### src/rtl/add_seq.sv
// Multi-word adder that reuses a single 16-bit adder, one operand word per clock.
// Define ADD_SEQ_SUB_EN to add the op_sub input for (a-b) mode.
module add_seq #(
  parameter int WORDS = 4
) (
  input  logic                  clk,
  input  logic                  rst_n,
  input  logic                  in_valid,
  output logic                  in_ready,
  input  logic [16*WORDS-1:0]   a,
  input  logic [16*WORDS-1:0]   b,
  output logic                  out_valid,
  input  logic                  out_ready,
  output logic [16*WORDS-1:0]   sum,
  output logic                  carry
`ifdef ADD_SEQ_SUB_EN
  ,
  input  logic                  op_sub
`endif
);

  localparam int IW = (WORDS > 1) ? $clog2(WORDS) : 1;

  typedef enum logic [1:0] {IDLE, RUN, DONE} state_t;

  state_t                  state, nstate;
  logic [IW-1:0]           idx;
  logic                    cin;
  logic                    carry_q;
  logic [WORDS-1:0][15:0]  a_q, b_q, sum_q;
  logic [15:0]             aw, bw;
  logic [16:0]             res;
  logic                    last;
`ifdef ADD_SEQ_SUB_EN
  logic                    sub_q;
`endif

  assign sum   = sum_q;
  assign carry = carry_q;
  assign last  = (idx == IW'(WORDS-1));

  // word select feeding the one shared 16-bit adder
  always_comb begin
    aw = '0;
    bw = '0;
    for (int i = 0; i < WORDS; i++)
      if (idx == IW'(i)) begin
        aw = a_q[i];
        bw = b_q[i];
      end
`ifdef ADD_SEQ_SUB_EN
    if (sub_q) bw = ~bw;
`endif
    res = {1'b0, aw} + {1'b0, bw} + {16'd0, cin};
  end

  always_ff @(posedge clk or negedge rst_n)
    if (!rst_n) state <= IDLE;
    else        state <= nstate;

  always_comb begin
    nstate    = state;
    in_ready  = 1'b0;
    out_valid = 1'b0;
    case (state)
      IDLE: begin
        in_ready = 1'b1;
        if (in_valid) nstate = RUN;
      end
      RUN:  if (last) nstate = DONE;
      DONE: begin
        out_valid = 1'b1;
        if (out_ready) nstate = IDLE;
      end
      default: nstate = IDLE;
    endcase
  end

  always_ff @(posedge clk or negedge rst_n)
    if (!rst_n) begin
      a_q     <= '0;
      b_q     <= '0;
      sum_q   <= '0;
      idx     <= '0;
      cin     <= 1'b0;
      carry_q <= 1'b0;
`ifdef ADD_SEQ_SUB_EN
      sub_q   <= 1'b0;
`endif
    end else begin
      case (state)
        IDLE: if (in_valid) begin
          a_q <= a;
          b_q <= b;
          idx <= '0;
`ifdef ADD_SEQ_SUB_EN
          // subtract = a + ~b + 1
          cin   <= op_sub;
          sub_q <= op_sub;
`else
          cin <= 1'b0;
`endif
        end
        RUN: begin
          for (int i = 0; i < WORDS; i++)
            if (idx == IW'(i)) sum_q[i] <= res[15:0];
          cin <= res[16];
          if (last) carry_q <= res[16];
          else      idx     <= idx + 1'b1;
        end
        default: ;
      endcase
    end

endmodule

### config.mk
export PLATFORM = sky130hd
export DESIGN_NAME = add_seq
export DESIGN_NICKNAME = d
export VERILOG_FILES = /design/src/rtl/add_seq.sv
export SDC_FILE = /design/constraint.sdc
export NUM_CORES = 1
export LEC_CHECK = 0
export CAP_MARGIN = 20
export CORE_MARGIN = 2
export CORE_UTILIZATION = 47
export DETAILED_ROUTE_END_ITERATION = 16
export PLACE_DENSITY = 0.81
export SLEW_MARGIN = 15
export SYNTH_ARGS = -nofsm -noshare
export SYNTH_HDL_FRONTEND = slang
export SYNTH_SLANG_ARGS = --single-unit
### constraint.sdc
create_clock -name clk -period 3.45 [get_ports clk]
set_clock_uncertainty 0.2 [all_clocks]
set_input_delay 0.5175 -clock clk [delete_from_list [all_inputs] [get_ports clk]]
set_output_delay 0.5175 -clock clk [all_outputs]
set_load 0.01 [all_outputs]
==> results.py, run 1 <==
metrics = {
    "status": {
        "status": "finished, violations left",
        "violations": "negative setup slack",
    },
    "synth": {
        "netlist_top_cells_area": "dfrtp_1 52%, mux2_2 15%, nand2_1 5.1%, a21oi_1 4.7%, o21ai_0 3.6%",
        "synth_common_cells": "198 x dfrtp_1, 129 x nand2_1, 128 x mux2_2",
        "synth.largest_area_cell": "dfrtp_1",
        "synth_area_mm2": 0.00959,
        "ys.flop_type": "dfrtp_1",
        "ys_ff_latch": 198,
        "yosysSeqAreaShare_pct": 51.7,
        "yosysWarningCount": 0,
        "synthesis.nets": 1043,
        "yosys.cell_types.count": 53,
        "yosysTopAreaCellShare_pct": 51.7,
        "synth_edf_count": 0,
        "synth_area_per_cell_um2": 10.8,
        "synthCells": 890,
        "async_reset_ff_share_pct": 100,
        "synth_most_common_cell": "dfrtp_1",
    },
    "die": {
        "io-pin-count": 199,
        "core_area_mm2": 0.0201,
        "dieHeight_um": 147,
        "rows": 52,
        "dieWidth_um": 147,
        "initial_utilization_pct": 47.7,
        "die-area_mm2": 0.0216,
    },
    "final_layout": {
        "syn_to_final_growth_pct": 36.1,
        "drive_gt1_share_pct": 24.0,
        "multi_input_area_mm2": 0.00455,
        "nNetsFinal": 1260,
        "filler_cell_count": 1569,
        "diodes": 0,
        "seq_area_mm2": 0.00496,
    },
    "power": {
        "p_total_mw": 15.7,
        "peakVddDrop_mv": 0.712,
        "p_leak_nw": 5.40,
        "p_per_area_mw_per_mm2": 1200,
    },
    "timing": {
        "period_share_pct": 101,
        "slew_violations": 0,
        "final.min_clock_period_ns": 3.47,
        "layout_setup_ws_ns": -0.0203,
        "setup_viol": 1,
        "fmax_mhz": 288,
        "final-hold-violation-count": 0,
        "grt_setup_unrepaired": "true",
        "slew_headroom_pct": 35.4,
        "tightestPinTransition_ns": 0.967,
    },
    "grt": {
        "grt_usage_pct": 24.1,
        "antenna_found_initial": 1,
        "grt_pass1_wl_um": 40700,
        "grt_pass1_vias": 7593,
        "grt_overflow_total": 0,
        "grt_max_degree": 95,
    },
    "job": {
        "cap_violations": 0,
    },
    "setup_path": {
        "end_kind": "flop",
        "crit_fanout": 7,
        "reg2reg_to": "sum[58]",
        "regToRegStartpoint": "idx[0]",
        "crit_required_ns": 3.59,
        "crit_path_end": "sum[58]",
        "cp.arrival_ns": 3.61,
        "critPathLaunch": "idx[0]",
        "critical_path_class": "flop to flop",
        "regToRegSetupSlack_ns": -0.02,
        "cp-start-kind": "flop",
        "rr_worst_depth": 13,
    },
    "clock_tree": {
        "cts_buffer_depth": 2,
        "cts.sinks": 198,
        "htree_num_levels": 4,
        "clk_pin_slew_ns": 0.08,
        "clk_latency_ns": 0.44,
        "cts_made_buffers": 17,
        "tritoncts": "yes",
        "cts-root-buf": "clkbuf_16",
    },
    "detailed_routing": {
        "wl_um": 25600,
        "drc": 0,
        "first_iter_violations": 444,
        "ant_nets": 0,
        "via_per_inst": 5.52,
        "vias": 7677,
        "wl_per_cell_um": 18.4,
        "dr.pass1.iters": 5,
    },
    "place": {
        "place.gp.congestion": 0.864,
        "dp_slack_ns": -0.0766,
        "dp_hpwl_um": 19000,
        "portBuffers": 198,
    },
    "worst_hold_path": {
        "hold_class": "flop to flop",
    },
}
==> kinds of logic (layout without fill, tap and decap cells) <==
logic type	Yosys count	count (layout)	share of synthesized area, %
multiplexers	132	132	15.5
AO/OA/AOI/OAI	231	231	14.1
adder cells (fa/ha/maj)	21	21	2.90
buffers and inverters	69	299	3.38
AND/OR/NAND/NOR	233	233	11.9
flip-flops	198	198	51.7
XOR/XNOR	6	6	0.548
==> routing by layer <==
layer / up-vias / share of wire, % / global-route usage (%) / routed length [um]
met5: - / 0 / 0 / 0
met4: 0 / 1.6 / 5.92 / 414
met3: 34 / 5.8 / 4.75 / 1490
met2: 287 / 47 / 38.1 / 12100
met1: 3735 / 45 / 34.4 / 11700
li1: 3621 / - / - / -
==> registers in the layout, indices dropped and copies added, names as in the netlist <==
| name | flops |
|---|---|
| b_q | 64 |
| carry | 1 |
| a_q | 64 |
| cin | 1 |
| state | 2 |
| sum | 64 |
| idx | 2 |
==> critical path: stages (launching register included) <==
cell and delay [ns]:
dfrtp_2 0.45, ha_4 0.20, nand3b_1 0.18, a21oi_1 0.13
a21oi_1 0.05, nor2_1 0.12, a21oi_2 0.06, fa_2 0.42
fa_2 0.35, and2b_2 0.25, o2111ai_4 0.20, a21o_1 0.25
and3b_2 0.25, o31ai_2 0.23
==> worst min-delay path by stage <==
stage | from | end | slack (ns) | cells past startpoint
6_report | sum[36] | sum[36] | 0.28 | 2
5_1_grt | b_q[34] | b_q[34] | 0.32 | 1
4_1_cts | sum[36] | sum[36] | 0.29 | 2
3_5_place_dp | rst_n | sum[7] | 0.23 | 1
3_3_place_gp | rst_n | sum[9] | 0.23 | 1
2_1_floorplan | rst_n | a_q[0] | 0.02 | 0
==> power breakdown <==
group	switching (mW)	leakage [nW]	internal, mW
clock network	0.935	0.300	1.19
registers	0.746	2.40	3.50
logic	4.92	2.71	4.36
==> area by class of cell <==
type / count / area share, %
repair buffers: 259 / 19.5
multi-input cells: 623 / 34.8
clock inverters: 13 / 1.47
flip-flops and latches: 198 / 38.0
inverters: 8 / 0.249
clock buffers: 19 / 3.39
well taps: 270 / 2.59
==> through the flow <==
step | TNS, ns | instances | util [%] | instance area, um^2 | hold WS (ns)
after floorplan | 0 | 890 | - | 9610 | 0.0219
after global placement | 0 | 1356 | 60.5 | 12200 | 0.233
after detailed placement | -0.234 | 1356 | 60.5 | 12200 | 0.233
after CTS | -0.000101 | 1389 | 63.9 | 12900 | 0.286
after global routing | -1.55 | 1390 | 64.9 | 13000 | 0.320
final | -0.0203 | 1390 | 64.9 | 13000 | 0.280
==> cell usage in the layout, fill, tap and decap left out, types with 5 or more instances in the layout <==
master / netlist / layout
a21oi_1: 90 / 79
and2_1: 10 / 9
buf_12: 0 / 7
nor3_1: 11 / 9
mux2_2: 128 / 128
a21oi_2: 2 / 10
nand2_1: 129 / 129
ha_1: 19 / 11
dfrtp_1: 198 / 197
inv_1: 8 / 6
buf_4: 12 / 51
or3_1: 7 / 7
nand4_1: 10 / 10
nand3b_1: 34 / 34
nand3_1: 6 / 6
nand2b_1: 5 / 5
o21ai_1: 9 / 16
o31ai_1: 16 / 10
a21o_1: 11 / 11
clkbuf_16: 0 / 17
nor2_1: 12 / 12
clkdlybuf4s50_1: 0 / 197
o21ai_0: 68 / 60
ha_2: 0 / 5
==> what timing repair did <==
action / in CTS / in global routing
setup buffers: 0 / 3
endpoints found under the hold margin: 31 / 0
endpoints found under the setup margin: 14 / 46
resized for setup: 10 / 48
hold buffers: 1 / 0
pin swaps: 1 / 12
Power figures use the tool's default switching activity.
==> run 2, diff against run 1 <==
ABC_AREA = 1   (was not set)
CORE_UTILIZATION = 52   (was 47)
PLACE_DENSITY = 0.85   (was 0.81)
clock period = 3.5 ns   (was 3.45 ns; I/O delays follow)
==> run 2 against run 1 <==
The flow now finishes without violations. Largest cell class unchanged. Critical endpoint is now sum[29]. Register-to-register slack improved by 0.16 ns. Largest power group unchanged. Maximum frequency rose by 3.3%. Flip-flop and latch count did not move. Setup slack improved by 0.16 ns. Via count fell by 1.3%. Global-route usage rose by 2.5 points.
==> results.py, run 2 <==
metrics = {
    "status": {
        "status": "completed",
    },
    "timing": {
        "final.min_clock_period_ns": 3.36,
        "tightestPinTransition_ns": 0.630,
        "slew_headroom_pct": 58.0,
        "fin_setup_tns_ns": 0,
        "setup_viol": 0,
        "period_share_pct": 96.0,
        "slew_violations": 0,
        "layout_setup_ws_ns": 0.140,
        "hold-worst-slack_ns": 0.282,
        "final-hold-violation-count": 0,
        "fmax_mhz": 298,
    },
    "power": {
        "peakVddDrop_mv": 0.612,
        "p_per_area_mw_per_mm2": 1200,
        "p_leak_nw": 6.13,
    },
    "synth": {
        "netlist_top_cells_area": "dfrtp_1 51%, mux2_4 13%, nand2_1 9.0%, mux2_2 4.6%, nand3_1 2.7%",
        "ys_ff_latch": 198,
        "synth_most_common_cell": "nand2_1",
        "synthCells": 931,
        "synth_area_per_cell_um2": 10.4,
        "async_reset_ff_share_pct": 100,
        "synthesis.nets": 1084,
        "yosys.cell_types.count": 32,
        "yosysSeqAreaShare_pct": 51.0,
        "synth_area_mm2": 0.00972,
        "yosysWarningCount": 0,
        "synth_common_cells": "234 x nand2_1, 198 x dfrtp_1, 87 x mux2_4",
        "ys.flop_type": "dfrtp_1",
        "synth.largest_area_cell": "dfrtp_1",
        "yosysTopAreaCellShare_pct": 51.0,
        "synth_edf_count": 0,
    },
    "setup_path": {
        "critPathLaunch": "idx[0]",
        "path_cells": "inv_2, ha_2, clkinv_1, buf_4, o21ai_0, a21oi_2, ha_1, nand2_1, inv_1, nand2_1, nand2_1, a21oi_1, nand2_1, nand2_1, nand3_1, nand2_1",
        "cp.arrival_ns": 3.54,
        "cp_common_cell": "nand2_1",
        "end_kind": "flop",
        "reg2reg_to": "sum[29]",
        "cp-start-kind": "flop",
        "regToRegStartpoint": "idx[0]",
        "crit_fanout": 30,
        "crit_required_ns": 3.68,
        "slowest_stage": "dfrtp_1",
        "rr_worst_depth": 16,
        "critical_path_class": "flop to flop",
        "regToRegSetupSlack_ns": 0.14,
        "max_stage_delay_ns": 0.41,
    },
    "clock_tree": {
        "cts.sinks": 198,
        "tritoncts": "yes",
        "clk_latency_ns": 0.44,
        "clk_pin_slew_ns": 0.07,
        "cts_buffer_depth": 2,
        "cts_made_buffers": 17,
        "htree_num_levels": 4,
        "cts-root-buf": "clkbuf_16",
    },
    "final_layout": {
        "drive_gt1_share_pct": 18.3,
        "final_common_cell": "nand2_1",
        "syn_to_final_growth_pct": 29.7,
        "filler_cell_count": 1315,
        "nNetsFinal": 1278,
        "seq_area_mm2": 0.00495,
        "multi_input_area_mm2": 0.00431,
        "fin_util_pct": 69.5,
        "final_cell_mix": "234 x nand2_1, 198 x dfrtp_1, 197 x clkdlybuf4s50_1",
    },
    "place": {
        "place.gp.congestion": 0.920,
        "dp_hpwl_um": 18300,
        "dp_slack_ns": 0.0823,
        "portBuffers": 198,
    },
    "grt": {
        "grt_usage_pct": 26.6,
        "antenna_found_initial": 2,
        "grt_pass1_vias": 7608,
        "grt_overflow_total": 0,
        "grt_max_degree": 117,
        "grt_pass1_wl_um": 40700,
    },
    "die": {
        "core_area_mm2": 0.0181,
        "rows": 49,
        "initial_utilization_pct": 53.5,
        "dieHeight_um": 141,
        "dieWidth_um": 141,
        "io-pin-count": 199,
        "die-area_mm2": 0.0198,
    },
    "detailed_routing": {
        "vias": 7574,
        "first_iter_violations": 596,
        "wl_um": 25900,
        "via_per_inst": 5.53,
        "drc": 0,
        "ant_nets": 0,
        "wl_per_cell_um": 18.9,
        "dr.pass1.iters": 5,
    },
    "worst_hold_path": {
        "worstHoldEndpoint": "sum[41]",
        "hold_class": "flop to flop",
        "hp-start": "sum[41]",
        "hold_depth": 2,
    },
    "job": {
        "cap_violations": 0,
    },
}
## run 2: cell count changes after synthesis, sizes merged, moves of 8 or more
cell / delta
clkbuf: -20
a22oi: +25
nand3: +46
inv: +50
a21o: -11
nand4: -8
nor2: +33
o21ai: -30
o31ai: -15
and2: -10
nand3b: -32
a21oi: -44
nand2: +106
## run 2: area by class of cell
class | count | area share [%]
Antenna cell | 2 | 0.0397
Clock buffer | 19 | 3.59
Clock inverter | 13 | 0.973
Inverter | 59 | 1.76
Multi-Input combinational cell | 628 | 34.2
Sequential cell | 198 | 39.3
Tap cell | 229 | 2.27
Timing Repair Buffer | 221 | 17.9
## run 2: worst max path at each step
stage,end,slack [ns],cells after the start
after CTS,sum[56],0.05,16
after global routing,sum[29],-0.08,16
after global placement,sum[28],0.20,16
after detailed placement,sum[56],0.08,18
after floorplan,sum[12],0.36,17
final,sum[29],0.14,16
## run 2: metal layers
layer,share of wire [%],vias up,wire [um],GRT usage (%)
met2,47,338,12100,42.1
met5,0,-,0,0
met1,42,3683,10900,35.1
met4,3.9,0,1020,11.8
li1,-,3494,-,-
met3,7.5,59,1940,6.22
## run 2: worst max-delay path: cells and delay by family, from the launching register on
| family | cells | cell delay (ns) |
|---|---|---|
| and+or+nand+nor | 7 | 0.74 |
| AOI/OAI and AO/OA | 3 | 0.72 |
| adders and majority gates | 2 | 0.66 |
| buffers and inverters | 4 | 0.57 |
| DFF | 1 | 0.41 |
## run 2: power by group
| group | internal (mW) | total [mW] | switching [mW] | leakage [nW] |
|---|---|---|---|---|
| sequential | 3.46 | 4.17 | 0.716 | 2.39 |
| clock | 1.03 | 1.92 | 0.891 | 0.278 |
| combinational | 3.93 | 9.01 | 5.08 | 3.46 |
| total | 8.41 | 15.1 | 6.69 | 6.13 |
## run 2: timing repair
action	CTS	global route
hold buffers	1	0
hold endpoints to repair	32	0
gates resized for setup	0	20
endpoints found under the setup margin	0	38
setup buffers	0	1
## run 2: logic make-up (layout without fill, tap and decap cells)
| family | count (synthesis) | after routing | synth area share [%] |
|---|---|---|---|
| other cells | 0 | 2 | 0 |
| mux | 127 | 127 | 18.1 |
| compound gates | 134 | 134 | 7.98 |
| simple gates | 341 | 341 | 14.3 |
| xor+xnor | 5 | 5 | 0.451 |
| fa+ha+maj | 21 | 21 | 2.86 |
| buf+inv | 105 | 312 | 5.31 |
| flops | 198 | 198 | 51.0 |
## run 2: through the flow
stage          std cells  cell area [um^2]  power, mW
2_1_floorplan        931              9720       9.77
3_3_place_gp        1332             11900       12.5
3_5_place_dp        1332             11900       12.8
4_1_cts             1365             12500       14.8
5_1_grt             1368             12600       16.2
6_report            1369             12600       15.1
